==> src/rtl/clk_div_ctrl.sv <==
// Programmable clock divider with a glitch-free, boundary-aligned ratio change (4-phase req/ack).
// Optional frequency monitor (meas_period/meas_valid) is built only when FREQ_MON_EN is defined.
module clk_div_ctrl #(
    parameter int WIDTH       = 8,
    parameter int DEFAULT_DIV = 4
) (
    input  logic             master_clk,
    input  logic             rst,
    input  logic             en,
    input  logic             cfg_req,
    input  logic [WIDTH-1:0] cfg_div,
    output logic             cfg_ack,
    output logic             busy,
    output logic             div_clk,
    output logic             clk_en
`ifdef FREQ_MON_EN
    ,
    output logic [WIDTH-1:0] meas_period,
    output logic             meas_valid
`endif
);

    // state | meaning
    // IDLE  | stopped, div_clk low, counter parked at 0
    // RUN   | dividing with the active ratio
    // PEND  | dividing with the old ratio; new ratio loads at the period boundary
    typedef enum logic [1:0] {IDLE, RUN, PEND} state_t;

    localparam logic [WIDTH-1:0] ONE = WIDTH'(1);
    localparam logic [WIDTH-1:0] TWO = WIDTH'(2);

    state_t           state;
    logic [WIDTH-1:0] cnt;
    logic [WIDTH-1:0] ratio;
    logic [WIDTH-1:0] pend_div;

    logic             last;
    logic [WIDTH-1:0] cnt_nxt;
    logic [WIDTH-1:0] high_len;
    logic             accept;
    logic             go_idle;
    logic             rise;
    logic [WIDTH-1:0] div_clamped;

    always_comb begin
        last        = (cnt == ratio - ONE);
        cnt_nxt     = last ? '0 : cnt + ONE;
        high_len    = ratio - (ratio >> 1);
        accept      = cfg_req && !cfg_ack;
        go_idle     = (state != IDLE) && last && !en;
        rise        = (state == IDLE) ? en : (last && en);
        div_clamped = (cfg_div < TWO) ? TWO : cfg_div;
    end

    always_ff @(posedge master_clk or posedge rst) begin
        if (rst) begin
            state    <= IDLE;
            cnt      <= '0;
            ratio    <= WIDTH'(DEFAULT_DIV);
            pend_div <= WIDTH'(DEFAULT_DIV);
            div_clk  <= 1'b0;
            clk_en   <= 1'b0;
            cfg_ack  <= 1'b0;
            busy     <= 1'b0;
        end else begin
            clk_en <= rise;
            if (!cfg_req) begin
                cfg_ack <= 1'b0;
            end
            case (state)
                IDLE: begin
                    cnt     <= '0;
                    div_clk <= en;
                    if (accept) begin
                        ratio   <= div_clamped;
                        cfg_ack <= 1'b1;
                    end
                    if (en) begin
                        state <= RUN;
                    end
                end
                RUN, PEND: begin
                    // A period is never cut short: stopping and ratio loads both wait for last
                    if (go_idle) begin
                        cnt     <= '0;
                        div_clk <= 1'b0;
                    end else begin
                        cnt     <= cnt_nxt;
                        div_clk <= (cnt_nxt < high_len);
                    end
                    if (state == RUN) begin
                        if (go_idle) begin
                            state <= IDLE;
                        end else if (accept) begin
                            pend_div <= div_clamped;
                            busy     <= 1'b1;
                            state    <= PEND;
                        end
                    end else if (last) begin
                        ratio   <= pend_div;
                        cfg_ack <= 1'b1;
                        busy    <= 1'b0;
                        state   <= en ? RUN : IDLE;
                    end
                end
                default: begin
                    state   <= IDLE;
                    cnt     <= '0;
                    div_clk <= 1'b0;
                    busy    <= 1'b0;
                end
            endcase
        end
    end

`ifdef FREQ_MON_EN
    logic [WIDTH-1:0] mon_cnt;
    logic             mon_armed;

    // mon_cnt restarts at 1 on each rise so it equals the period length at the next rise
    always_ff @(posedge master_clk or posedge rst) begin
        if (rst) begin
            mon_cnt     <= '0;
            mon_armed   <= 1'b0;
            meas_period <= '0;
            meas_valid  <= 1'b0;
        end else if (go_idle) begin
            mon_armed  <= 1'b0;
            meas_valid <= 1'b0;
        end else if (rise) begin
            if (mon_armed) begin
                meas_period <= mon_cnt;
                meas_valid  <= 1'b1;
            end
            mon_armed <= 1'b1;
            mon_cnt   <= ONE;
        end else begin
            mon_cnt <= mon_cnt + ONE;
        end
    end
`endif

endmodule

==> config.mk <==
export PLATFORM = sky130hd
export DESIGN_NAME = clk_div_ctrl
export DESIGN_NICKNAME = d
export VERILOG_FILES = /design/src/rtl/clk_div_ctrl.sv
export SDC_FILE = /design/constraint.sdc
export NUM_CORES = 1
export LEC_CHECK = 0
export ABC_AREA = 1
export CAP_MARGIN = 15
export CORE_MARGIN = 10
export CORE_UTILIZATION = 45
export DETAILED_ROUTE_END_ITERATION = 10
export SYNTH_ARGS = -nofsm -noshare
export SYNTH_HDL_FRONTEND = slang
export SYNTH_SLANG_ARGS = --single-unit
==> constraint.sdc <==
create_clock -name master_clk -period 5.2 [get_ports master_clk]
set_input_delay 0.52 -clock master_clk [delete_from_list [all_inputs] [get_ports master_clk]]
set_output_delay 0.52 -clock master_clk [all_outputs]
set_load 0.02 [all_outputs]
==> results.cfg <==
[placed_design]
dpl_worst_slack_ns = 2.04
placed_area_um2 = 2560
io_buffer_count = 15
place.detailed.hpwl_mm = 4.06
gp_congestion = 0.876

[clock_network]
cts_tree = done
cts-root-buf = clkbuf_8
clk_pin_slew_worst_paths_ns = 0.07
clock_sinks = 30
cts_resized = 0
clock_latency_ns = 0.28
cts_htree_levels = 2
cts_setup_buffers = 0
hold_buffers = 0
clock_path_buffers = 2
cts-buffers-inserted = 5

[sta]
finalCriticalPeriod_ns = 3.16
setup_viol = 0
max_freq_ghz = 0.317
rsz0062_at_grt = no
skew_ns = 0.00305
finalSetupTns_ns = 0
worst_pin_slew_ns = 0.565
drv_slew = 0
fin_ws_ns = 2.04
min_period_over_period = 0.607
max_slew_margin = 0.623
whs_ns = 0.487
hold_viol_final = 0

[critical_path]
critical_path_class = flip-flop to flip-flop
worstPathMaxFanout = 5
r2r_start = ratio[2]$_DFFE_PP1P_
reg2reg_depth = 15
r2r-end = div_clk$_DFF_PP0_
cp.required_ns = 5.41
cp.arrival_ns = 3.37
start_kind = flip-flop
cp-endpoint = div_clk$_DFF_PP0_
crit_start = ratio[2]$_DFFE_PP1P_
rrSetupSlack_ns = 2.04
endpoint_kind = flip-flop

[synthesis]
yosysUniqueCellTypes = 34
synth_most_common_cell = nand2_1
yosys_warnings = 0
syn-instance-count = 309
synth-edff-count = 0
yosysTopAreaCellShare = 0.300
synth-async-reset-ratio = 1.00
yosys.area.top_type = dfrtp_1
syn-num-nets = 348
synth_area_per_cell_um2 = 7.56
synth-main-ff-cell = dfrtp_1
syn_area_um2 = 2340
synth-seq-cells = 30
synth.top_cells.by_area = dfrtp_1 30%, ha_1 14%, nand2_1 13%
seq_area_frac_synth = 0.322
synthTopCellsByCount = 84 x nand2_1, 47 x inv_1, 28 x dfrtp_1

[cells_and_area]
drive_gt1_frac = 0.0821
area_growth_pct = 14.0
diodes = 0
fin_nets = 367
fin_area_um2 = 2670

[floorplanning]
rows = 26
die_w_um = 92.1
start_util = 0.461
core_area_um2 = 5070
die_y_um = 92.1
io_pins = 16
die-area_um2 = 8480

[grt]
grt_max_degree = 31
grt_overflow = 0
grtUsageMet3 = 0.0261
grt_pass1_wl_mm = 8.97
grt_use_met1 = 0.153
gr-usage-all-layers = 0.128
antenna_found_initial = 0
grt_pass1_vias = 1973
met2_usage = 0.221
global_route.peak_usage_layer = met2

[power]
power_mw = 1.88
power.leakage_nw = 1.35
peakVddDrop_mv = 0.251
powerDensity_nw_per_um2 = 704

[detailed_routing]
drtPass1Iterations = 4
drc = 0
avgViaCountPerCell = 4.83
vias = 1926
ant_nets = 0
drt-initial-drc-count = 136
wl_mm = 5.12
wire_per_inst_um = 12.8

[status]
status = finished clean

[worst_hold_path]
hp-class = flip-flop to flip-flop

[run]
cap_violations = 0
cells in the final DEF, fill, tap and decap left out, types with 9 or more instances in the layout:
master	count
nand2_1	84
inv_1	47
dfrtp_1	28
nor2_1	26
ha_1	26
o21ai_0	20
clkdlybuf4s50_1	15
nand3_1	12
xor2_1	11
o21ai_2	9
metal layers:
| metal | share of wire | vias to the layer above |
|---|---|---|
| li1 | - | 1023 |
| met1 | 0.48 | 873 |
| met2 | 0.47 | 23 |
| met3 | 0.028 | 7 |
| met4 | 0.019 | 0 |
| met5 | 0 | - |
kinds of logic (layout without fill, tap and decap cells):
| group | count (synthesis) | after routing | synth area share |
|---|---|---|---|
| buffers and inverters | 53 | 73 | 0.0889 |
| adder cells (fa/ha/maj) | 27 | 27 | 0.148 |
| XOR/XNOR | 14 | 14 | 0.0525 |
| flip-flops | 30 | 30 | 0.322 |
| AO/OA/AOI/OAI | 47 | 47 | 0.135 |
| AND/OR/NAND/NOR | 138 | 138 | 0.253 |
state kept, by name (all words and copies together), names as in the netlist:
register and cells:
cnt 8, pend_div 8, ratio 8, state 2
busy 1, cfg_ack 1, clk_en 1, div_clk 1
report_power, final:
part / switching (mW) / internal [mW] / total (mW)
sequential: 0.0757 / 0.334 / 0.409
combinational: 0.779 / 0.454 / 1.23
clock: 0.0900 / 0.143 / 0.233
how the worst min path moves through the flow:
stage	slack, ns	end	from	depth (start not counted)
after floorplan	0.45	pend_div[3]$_DFFE_PP0P_	pend_div[3]$_DFFE_PP0P_	2
after global placement	0.46	pend_div[5]$_DFFE_PP0P_	pend_div[5]$_DFFE_PP0P_	2
after detailed placement	0.47	pend_div[5]$_DFFE_PP0P_	pend_div[5]$_DFFE_PP0P_	2
after CTS	0.49	pend_div[5]$_DFFE_PP0P_	pend_div[5]$_DFFE_PP0P_	2
after global routing	0.53	pend_div[4]$_DFFE_PP0P_	pend_div[4]$_DFFE_PP0P_	2
final	0.49	pend_div[3]$_DFFE_PP0P_	pend_div[3]$_DFFE_PP0P_	2
layout make-up:
| type | instances | area, µm² |
|---|---|---|
| clock buffer | 7 | 76.3 |
| fill | 535 | 2410 |
| sequential | 30 | 753 |
| tap | 70 | 87.6 |
| clock inverter | 1 | 30.0 |
| multi-input combinational | 226 | 1380 |
| inverter | 49 | 184 |
| timing repair buffer | 16 | 158 |
through the flow:
step / std cells / utilization
floorplan: 309 / -
global placement: 391 / 0.504
detailed placement: 391 / 0.504
CTS: 399 / 0.525
global route: 399 / 0.525
finish: 399 / 0.525
worst max-delay path, stage by stage (launching register included):
cell and delay [ns]:
dfstp_2 0.55, inv_1 0.10, ha_1 0.35, o31ai_1 0.36, a21oi_1 0.11, o21ai_0 0.28
a21oi_1 0.11, nor2_1 0.10, nor2_1 0.05, xor2_1 0.14, ha_1 0.28, nand2_1 0.09
nor2_1 0.05, a2111oi_0 0.27, nand2_1 0.11, a21oi_2 0.12
Power figures use the tool's default switching activity.
